<file path="config.mk">
export PLATFORM = sky130hd
export DESIGN_NAME = fetch_stage_flat
export DESIGN_NICKNAME = d
export VERILOG_FILES = /design/src/rtl/fetch_if.sv /design/src/rtl/fetch_stage.sv /design/src/flat_wrapper.sv
export SDC_FILE = /design/constraint.sdc
export NUM_CORES = 1
export LEC_CHECK = 0
export ABC_AREA = 1
export CORE_UTILIZATION = 46
export CTS_CLUSTER_SIZE = 10
export DETAILED_ROUTE_END_ITERATION = 16
export PLACE_DENSITY_LB_ADDON = 0.2
export SYNTH_ARGS = -nofsm -noshare
export SYNTH_HDL_FRONTEND = slang
export SYNTH_SLANG_ARGS = --single-unit
</file>
<file path="constraint.sdc">
create_clock -name clk -period 3.6 [get_ports clk]
set_input_delay 0.72 -clock clk [delete_from_list [all_inputs] [get_ports clk]]
set_output_delay 0.72 -clock clk [all_outputs]
set_load 0.01 [all_outputs]
</file>
<file path="src/rtl/fetch_if.sv">
// Fetch-stage bus: hazard/branch/writeback controls in, ROM address and
// IF/ID pipeline register out. The fetch stage uses the slave modport.
// Handshake: redirect_valid, stall and halt_commit are single-cycle level
// strobes sampled on the rising clock edge. There is no ready; the fetch
// stage acts on them in the cycle they are presented.
interface fetch_if;
    logic        stall;
    logic        redirect_valid;
    logic [7:0]  redirect_pc;
    logic        halt_commit;
    logic [8:0]  instr_in;
    logic [7:0]  pc_out;
    logic [8:0]  ifid_instr;
    logic [7:0]  ifid_pc;
    logic        ifid_valid;
    logic        halted;
    logic [15:0] fetch_count;
    logic [1:0]  dbg_state;

    modport slave (
        input  stall, redirect_valid, redirect_pc, halt_commit, instr_in,
        output pc_out, ifid_instr, ifid_pc, ifid_valid, halted, fetch_count,
               dbg_state
    );

    modport master (
        output stall, redirect_valid, redirect_pc, halt_commit, instr_in,
        input  pc_out, ifid_instr, ifid_pc, ifid_valid, halted, fetch_count,
               dbg_state
    );
endinterface

</file>
<file path="src/rtl/fetch_stage.sv">
// Instruction-fetch stage of the 9-bit pipelined CPU.
// Owns the PC, registers the ROM instruction into IF/ID, applies stall and
// branch redirect, and parks the front end once a halt is fetched/retired.
// Optional macro IF_PERF_CNT_EN: enables the saturating delivered-instruction
// counter on fetch_count (otherwise fetch_count is constant zero).
module fetch_stage #(
    parameter logic [7:0] RESET_PC   = 8'd1,
    parameter logic [8:0] HALT_INSTR = 9'b110111000,
    parameter logic [8:0] NOP_INSTR  = 9'b000000000
) (
    input logic     clk,
    input logic     rst_n,
    fetch_if.slave  bus
);

    typedef enum logic [1:0] {
        ST_RUN       = 2'd0,
        ST_HALT_PEND = 2'd1,
        ST_HALTED    = 2'd2
    } state_t;

    state_t     r_state;
    logic [7:0] r_pc;
    logic [8:0] r_ifid_instr;
    logic [7:0] r_ifid_pc;
    logic       r_ifid_valid;

    state_t     w_state_nxt;
    logic [7:0] w_pc_nxt;
    logic [8:0] w_ifid_instr_nxt;
    logic [7:0] w_ifid_pc_nxt;
    logic       w_ifid_valid_nxt;
    logic       w_load_valid;

    // State, PC and IF/ID registers; everything frozen by next-state logic when idle
    always_ff @(posedge clk or negedge rst_n) begin
        if (!rst_n) begin
            r_state      <= ST_RUN;
            r_pc         <= RESET_PC;
            r_ifid_instr <= NOP_INSTR;
            r_ifid_pc    <= 8'd0;
            r_ifid_valid <= 1'b0;
        end else begin
            r_state      <= w_state_nxt;
            r_pc         <= w_pc_nxt;
            r_ifid_instr <= w_ifid_instr_nxt;
            r_ifid_pc    <= w_ifid_pc_nxt;
            r_ifid_valid <= w_ifid_valid_nxt;
        end
    end

    // Next-state: redirect beats stall in RUN; halt_commit beats redirect in HALT_PEND
    always_comb begin
        w_state_nxt      = r_state;
        w_pc_nxt         = r_pc;
        w_ifid_instr_nxt = r_ifid_instr;
        w_ifid_pc_nxt    = r_ifid_pc;
        w_ifid_valid_nxt = r_ifid_valid;
        w_load_valid     = 1'b0;

        case (r_state)
            ST_RUN: begin
                if (bus.redirect_valid) begin
                    w_pc_nxt         = bus.redirect_pc;
                    w_ifid_instr_nxt = NOP_INSTR;
                    w_ifid_pc_nxt    = 8'd0;
                    w_ifid_valid_nxt = 1'b0;
                end else if (!bus.stall) begin
                    w_ifid_instr_nxt = bus.instr_in;
                    w_ifid_pc_nxt    = r_pc;
                    w_ifid_valid_nxt = 1'b1;
                    w_load_valid     = 1'b1;
                    if (bus.instr_in == HALT_INSTR) begin
                        // PC stays on the halt so nothing past it is fetched
                        w_state_nxt = ST_HALT_PEND;
                    end else begin
                        w_pc_nxt = r_pc + 8'd1;
                    end
                end
            end
            ST_HALT_PEND: begin
                if (bus.halt_commit) begin
                    w_state_nxt = ST_HALTED;
                end else if (bus.redirect_valid) begin
                    // The halt was on a mispredicted path; resume at the target
                    w_pc_nxt         = bus.redirect_pc;
                    w_ifid_instr_nxt = NOP_INSTR;
                    w_ifid_pc_nxt    = 8'd0;
                    w_ifid_valid_nxt = 1'b0;
                    w_state_nxt      = ST_RUN;
                end else if (!bus.stall) begin
                    w_ifid_instr_nxt = NOP_INSTR;
                    w_ifid_pc_nxt    = r_pc;
                    w_ifid_valid_nxt = 1'b0;
                end
            end
            default: begin
                // ST_HALTED: fully frozen until reset
            end
        endcase
    end

    assign bus.pc_out     = r_pc;
    assign bus.ifid_instr = r_ifid_instr;
    assign bus.ifid_pc    = r_ifid_pc;
    assign bus.ifid_valid = r_ifid_valid;
    assign bus.halted     = (r_state == ST_HALTED);
    assign bus.dbg_state  = r_state;

`ifdef IF_PERF_CNT_EN
    logic [15:0] r_fetch_count;

    // Count real instructions delivered into IF/ID, saturating at all-ones
    always_ff @(posedge clk or negedge rst_n) begin
        if (!rst_n) begin
            r_fetch_count <= 16'h0000;
        end else if (w_load_valid && (r_fetch_count != 16'hFFFF)) begin
            r_fetch_count <= r_fetch_count + 16'd1;
        end
    end

    assign bus.fetch_count = r_fetch_count;
`else
    logic w_unused_load;
    assign w_unused_load   = w_load_valid;
    assign bus.fetch_count = 16'h0000;
`endif

endmodule

</file>
<file path="src/flat_wrapper.sv">
// flat-port wrapper written by rule: the top's interface ports become plain ports
module fetch_stage_flat 
#(
    parameter logic [7:0] RESET_PC   = 8'd1,
    parameter logic [8:0] HALT_INSTR = 9'b110111000,
    parameter logic [8:0] NOP_INSTR  = 9'b000000000
)
  (clk, rst_n, bus_stall, bus_redirect_valid, bus_redirect_pc, bus_halt_commit, bus_instr_in, bus_pc_out, bus_ifid_instr, bus_ifid_pc, bus_ifid_valid, bus_halted, bus_fetch_count, bus_dbg_state);
  fetch_if bus_i ();
  input logic clk;
  input logic rst_n;
  input wire logic [$bits(bus_i.stall)-1:0] bus_stall;
  input wire logic [$bits(bus_i.redirect_valid)-1:0] bus_redirect_valid;
  input wire logic [$bits(bus_i.redirect_pc)-1:0] bus_redirect_pc;
  input wire logic [$bits(bus_i.halt_commit)-1:0] bus_halt_commit;
  input wire logic [$bits(bus_i.instr_in)-1:0] bus_instr_in;
  output wire logic [$bits(bus_i.pc_out)-1:0] bus_pc_out;
  output wire logic [$bits(bus_i.ifid_instr)-1:0] bus_ifid_instr;
  output wire logic [$bits(bus_i.ifid_pc)-1:0] bus_ifid_pc;
  output wire logic [$bits(bus_i.ifid_valid)-1:0] bus_ifid_valid;
  output wire logic [$bits(bus_i.halted)-1:0] bus_halted;
  output wire logic [$bits(bus_i.fetch_count)-1:0] bus_fetch_count;
  output wire logic [$bits(bus_i.dbg_state)-1:0] bus_dbg_state;
  assign bus_i.stall = bus_stall;
  assign bus_i.redirect_valid = bus_redirect_valid;
  assign bus_i.redirect_pc = bus_redirect_pc;
  assign bus_i.halt_commit = bus_halt_commit;
  assign bus_i.instr_in = bus_instr_in;
  assign bus_pc_out = bus_i.pc_out;
  assign bus_ifid_instr = bus_i.ifid_instr;
  assign bus_ifid_pc = bus_i.ifid_pc;
  assign bus_ifid_valid = bus_i.ifid_valid;
  assign bus_halted = bus_i.halted;
  assign bus_fetch_count = bus_i.fetch_count;
  assign bus_dbg_state = bus_i.dbg_state;
  fetch_stage #(.RESET_PC(RESET_PC), .HALT_INSTR(HALT_INSTR), .NOP_INSTR(NOP_INSTR)) u_core (.clk(clk), .rst_n(rst_n), .bus(bus_i));
endmodule
</file>
==> flow_summary.ini, run 1 <==
[placed_design]
dp_slack_ps = 1180
dpl.cell_count = 299
routabilityCongestion = 0.790
portBuffers = 50
dp_hpwl_mm = 2.68

[final_layout]
final_common_cell = nand2_1
final_cell_mix = 76 x nand2_1, 50 x clkdlybuf4s50_1, 27 x dfrtp_1, 26 x nand3_1, 16 x conb_1
instances_no_fill = 303
diodes = 0
nFillCells = 327
drive_above_1_share = 0.0700
final_net_count = 281
area_growth_pct = 31.1

[route]
avgViaCountPerCell = 4.75
drcViolationCount = 0
wl_per_cell_um = 11.6
drt-total-wl_mm = 3.52
dr_total_vias = 1439
first_pass_iters = 4
antenna_left = 0
drtIter0Drc = 71

[clock_tree]
cts-hold-fix-buffers = 0
clk_pin_slew_ps = 160
cts.sinks = 28
tritoncts = yes
cts_buffers = 3
cts-htree-levels = 1
cts-root-buf = clkbuf_4
clock_path_buffers = 2
clk_latency_ps = 330
post-cts-setup-buffer-count = 0
cts.repair.resized = 0

[critical_path]
cp-end-kind = output pin
cp.required_ps = 2880
critPathLaunchType = flip-flop
timing.rr.start = u_core.bus.pc_out[0]
crit_slowest_cell = clkdlybuf4s50_1
path_class = reg2out
crit_path_max_fanout = 4
worstPathCellList = inv_2, nor2_1, clkdlybuf4s50_1
cp.arrival_ps = 1500
max_stage_delay_ps = 540
cp-startpoint = u_core.bus.dbg_state[1]

[global_route]
gr-total-overflow = 0
grt_max_degree = 29
track_usage = 0.203
grt_pass1_vias = 1268
grt_pass1_wl_mm = 5.60
antenna_found_initial = 0

[sta]
setup_viol = 0
tns_ps = 0
fin_crit_sh = 0.617
finalWorstSetupSlack_ps = 1380
period_needed_ps = 2220
skew_ps = 10.3
slew_violations = 0
rsz0062_at_grt = false
hold_violations = 0
fmax_mhz = 450

[power]
peakVddDrop_mv = 0.134
p_int_w = 0.000414
p_sw_w = 0.000135
sw_frac_of_total = 0.246
pwr-share-comb = 0.130
powerDensity_nw_per_um2 = 261
power.leakage_nw = 1.02
clkPwrFrac = 0.280
power_frac_seq = 0.590

[yosys]
synth_cell_types = 24
yosys-top-cells-area = dfrtp_1 42%, nand2_1 18%, nand3_1 8.1%, buf_4 7.5%, inv_1 3.3%
synth_seq_area_share = 0.437
netlist_area_um2 = 1610
synthCells = 207
yosysTopAreaCellShare = 0.421
yosysWarnings = 0
ys_ff_latch = 28
avgSynthCellArea_um2 = 7.76
synth_top_area_cell = dfrtp_1

[die]
dieArea_um2 = 3730
row_count = 21
ios = 67
core_area_um2 = 3340
initial_core_util = 0.481
dieHeight_um = 61.1
fp.dieW_um = 61.1

[flow_run]
maxCapViolations = 0

[min_path]
hp-class = reg2reg
hp-start = u_core.bus.ifid_valid

[outcome]
run_status = completed
[critical path: cells and delay by family (launching register included)]
kind / cells / cell delay, ps
buffers and inverters: 2 / 630
flip-flops: 1 / 450
AND/OR/NAND/NOR: 1 / 100
[path summary, 6_finish.rpt]
check,slack [ps],endpoint,cells after the start
worst max-delay path,1380,bus_halted,3
worst min-delay path,490,u_core.bus.ifid_valid,2
worst max register to register,2100,u_core.bus.pc_out[6],8
worst min register to register,490,u_core.bus.ifid_valid,2
max in group asynchronous,2560,u_core.bus.pc_out[0],2
min in group asynchronous,740,u_core.bus.ifid_instr[2],2
[layout make-up]
type                       instances  area, um2  area share
inverter                          19       73.8      0.0351
sequential                        28        702       0.333
clock buffer                       4       36.3      0.0172
tap                               46       57.6      0.0273
timing repair buffer              51        508       0.241
multi-input combinational        155        728       0.346
[logic make-up (layout without fill, tap and decap cells)]
family	count (synthesis)	after routing	synth area share
adders and majority gates	1	1	0.00779
buffers and inverters	39	74	0.145
other	1	16	0.00233
xor gates and xnor gates	1	1	0.00545
AOI/OAI and AO/OA	17	17	0.0693
and+or+nand+nor	120	120	0.333
DFF	28	28	0.437
[power groups by stage]
stage	Combinational [W]	Sequential, W	Clock, W
final	0.0000711	0.000324	0.000154
after CTS	0.0000718	0.000324	0.000154
after detailed placement	0.0000713	0.000329	0
after global routing	0.0000799	0.000324	0.000167
after floorplan	0.0000417	0.000330	0
after global placement	0.0000709	0.000329	0
[flip-flops by register name, indices dropped and copies added, names as in the netlist]
register               cells
u_core.bus.ifid_instr      9
u_core.bus.ifid_pc         8
u_core.bus.ifid_valid      1
u_core.bus.dbg_state       2
u_core.bus.pc_out          8
[cell usage after synthesis (all sizes together)]
library cell / count
dfstp: 1
inv: 19
nor3: 3
nand2: 80
nand4: 1
o21ai: 10
nand3: 27
dfrtp: 27
ha: 1
o31ai: 6
nor2: 9
buf: 20
xnor2: 1
a21oi: 1
conb: 1
[layer usage]
layer,wire (um),part of all wire,track usage
met5,0,0,0
met4,21,0.0060,0.0519
met3,229,0.065,0.0357
met2,1670,0.47,0.352
met1,1600,0.46,0.262
[per-stage QoR]
step                utilization  total power, W  area [um2]  hold WS, ps
floorplan                     -        0.000371        1660          424
global placement          0.620        0.000400        2070          455
detailed placement        0.620        0.000401        2070          458
CTS                       0.631        0.000550        2110          493
finish                    0.631        0.000549        2110          489
global route              0.631        0.000572        2110          518
(Power assumes the default switching activity.)
==> run 2: changes to the inputs <==
CORE_UTILIZATION = 38   (was 46)
clock period = 1.9 ns   (was 3.6 ns; I/O delays follow)
==> flow_summary.ini, run 2 (synthesized netlist as in run 1, its figures left out) <==
[outcome]
run_status = completed

[power]
finalPower_w = 0.00107
power.leakage_nw = 1.04
powerDensity_nw_per_um2 = 502
peakVddDrop_mv = 0.283

[sta]
tns_ps = 0
period_needed_ps = 1780
fin_crit_sh = 0.938
slew_violations = 0
rsz0062_at_grt = false
fmax_mhz = 561
setup_viol = 0
hold_violations = 0
skew_ps = 10.3
timing.hold.ws_ps = 475

[die]
row_count = 23
dieArea_um2 = 4490
dieHeight_um = 67.0
ios = 67
fp.dieW_um = 67.0
initial_core_util = 0.399
core_area_um2 = 4030

[final_layout]
final_cell_mix = 76 x nand2_1, 50 x clkdlybuf4s50_1, 27 x dfrtp_1, 26 x nand3_1, 16 x conb_1
largest_register_ffs = 9
diodes = 0
drive_above_1_share = 0.0769
area_growth_pct = 33.3
instances_no_fill = 310
post-route-util = 0.532
final_common_cell = nand2_1
final_net_count = 284

[critical_path]
critPathLaunchType = flip-flop
cp-end-kind = output pin
cp.arrival_ps = 1400
cp_top_family = buffers and inverters
worstPathCellList = inv_2, nor2_1, clkdlybuf4s50_1
crit_slowest_cell = clkdlybuf4s50_1
cp.required_ps = 1520
path_buf_inv = 2
r2r_end = u_core.bus.pc_out[6]
reg2reg_slack_ps = 460
path_class = reg2out
ff2ff_path_depth = 8
max_stage_delay_ps = 540
timing.rr.start = u_core.bus.pc_out[0]
crit_path_max_fanout = 4

[placed_design]
dp_hpwl_mm = 2.65
portBuffers = 50
routabilityCongestion = 0.773
dpl.cell_count = 306

[route]
drcViolationCount = 0
drt-total-wl_mm = 3.58
antenna_left = 0
dr_total_vias = 1429
avgViaCountPerCell = 4.61
first_pass_iters = 4
wl_per_cell_um = 11.5
drtIter0Drc = 62

[global_route]
track_usage = 0.172
grt_pass1_wl_mm = 5.86
antenna_found_initial = 0
grt_pass1_vias = 1273
gr-total-overflow = 0
grt_max_degree = 29

[min_path]
holdPathEnd = u_core.bus.ifid_valid
hold_path_depth = 2
hp-class = reg2reg
hp-start = u_core.bus.ifid_valid

[clock_tree]
cts-hold-fix-buffers = 0
clock_path_buffers = 2
clk_latency_ps = 270
cts_buffers = 3
post-cts-setup-buffer-count = 0
tritoncts = yes
cts.sinks = 28
cts-htree-levels = 1
cts.repair.resized = 0
cts-root-buf = clkbuf_8
clk_pin_slew_ps = 80

[flow_run]
maxCapViolations = 0
[run 2: cell count changes in the layout (fill, tap and decap cells not counted), sizes merged]
cell  before  now
buf        1    4
[run 2: worst max-delay path by stage]
stage | startpoint | endpoint | slack [ps] | cells past startpoint
6_report | u_core.bus.dbg_state[1] | bus_halted | 120 | 3
5_1_grt | u_core.bus.dbg_state[1] | bus_halted | 50 | 3
4_1_cts | u_core.bus.dbg_state[1] | bus_halted | 100 | 3
3_5_place_dp | bus_redirect_valid | u_core.bus.ifid_pc[3] | 120 | 7
3_3_place_gp | bus_redirect_valid | u_core.bus.ifid_pc[0] | 140 | 7
2_1_floorplan | u_core.bus.pc_out[0] | u_core.bus.pc_out[6] | 570 | 8
[run 2: layer usage]
| layer | share of wire | up-vias | global-route usage |
|---|---|---|---|
| li1 | - | 735 | - |
| met1 | 0.49 | 642 | 0.238 |
| met2 | 0.44 | 48 | 0.280 |
| met3 | 0.059 | 4 | 0.0240 |
| met4 | 0.0087 | 0 | 0.0399 |
| met5 | 0 | - | 0 |
[run 2: layout make-up]
cell class | instances | area [um2]
Multi-Input combinational cell | 155 | 728
Inverter | 19 | 73.8
Sequential cell | 28 | 702
Clock buffer | 4 | 45.0
Tap cell | 50 | 62.6
Timing Repair Buffer | 54 | 531
Fill cell | 435 | 1890
[run 2: worst register-to-register path, stage by stage (launching register included)]
cell	delay (ps)
dfstp_2	580
ha_1	200
nand3_1	140
inv_1	110
nand3_1	70
nand3_1	90
nand2_1	50
nand3_1	60
nand2_1	50
[run 2: through the flow]
| step | setup WS [ps] | cell area, um2 |
|---|---|---|
| floorplan | 569 | 1660 |
| global placement | 144 | 2100 |
| detailed placement | 119 | 2100 |
| CTS | 103 | 2140 |
| global route | 51.1 | 2140 |
| finish | 117 | 2140 |
[run 2: power by group]
part	internal [W]	total, W	switching (W)	leakage, nW
clock network	0.000150	0.000325	0.000175	0.0228
logic	0.0000651	0.000137	0.0000721	0.639
registers	0.000602	0.000612	0.0000103	0.374
==> run 3: changes to the inputs <==
CAP_MARGIN = 20   (was unset)
SLEW_MARGIN = 20   (was unset)
==> results of run 3 <==
The final DEF is identical to that of run 2; final timing and power are the same.
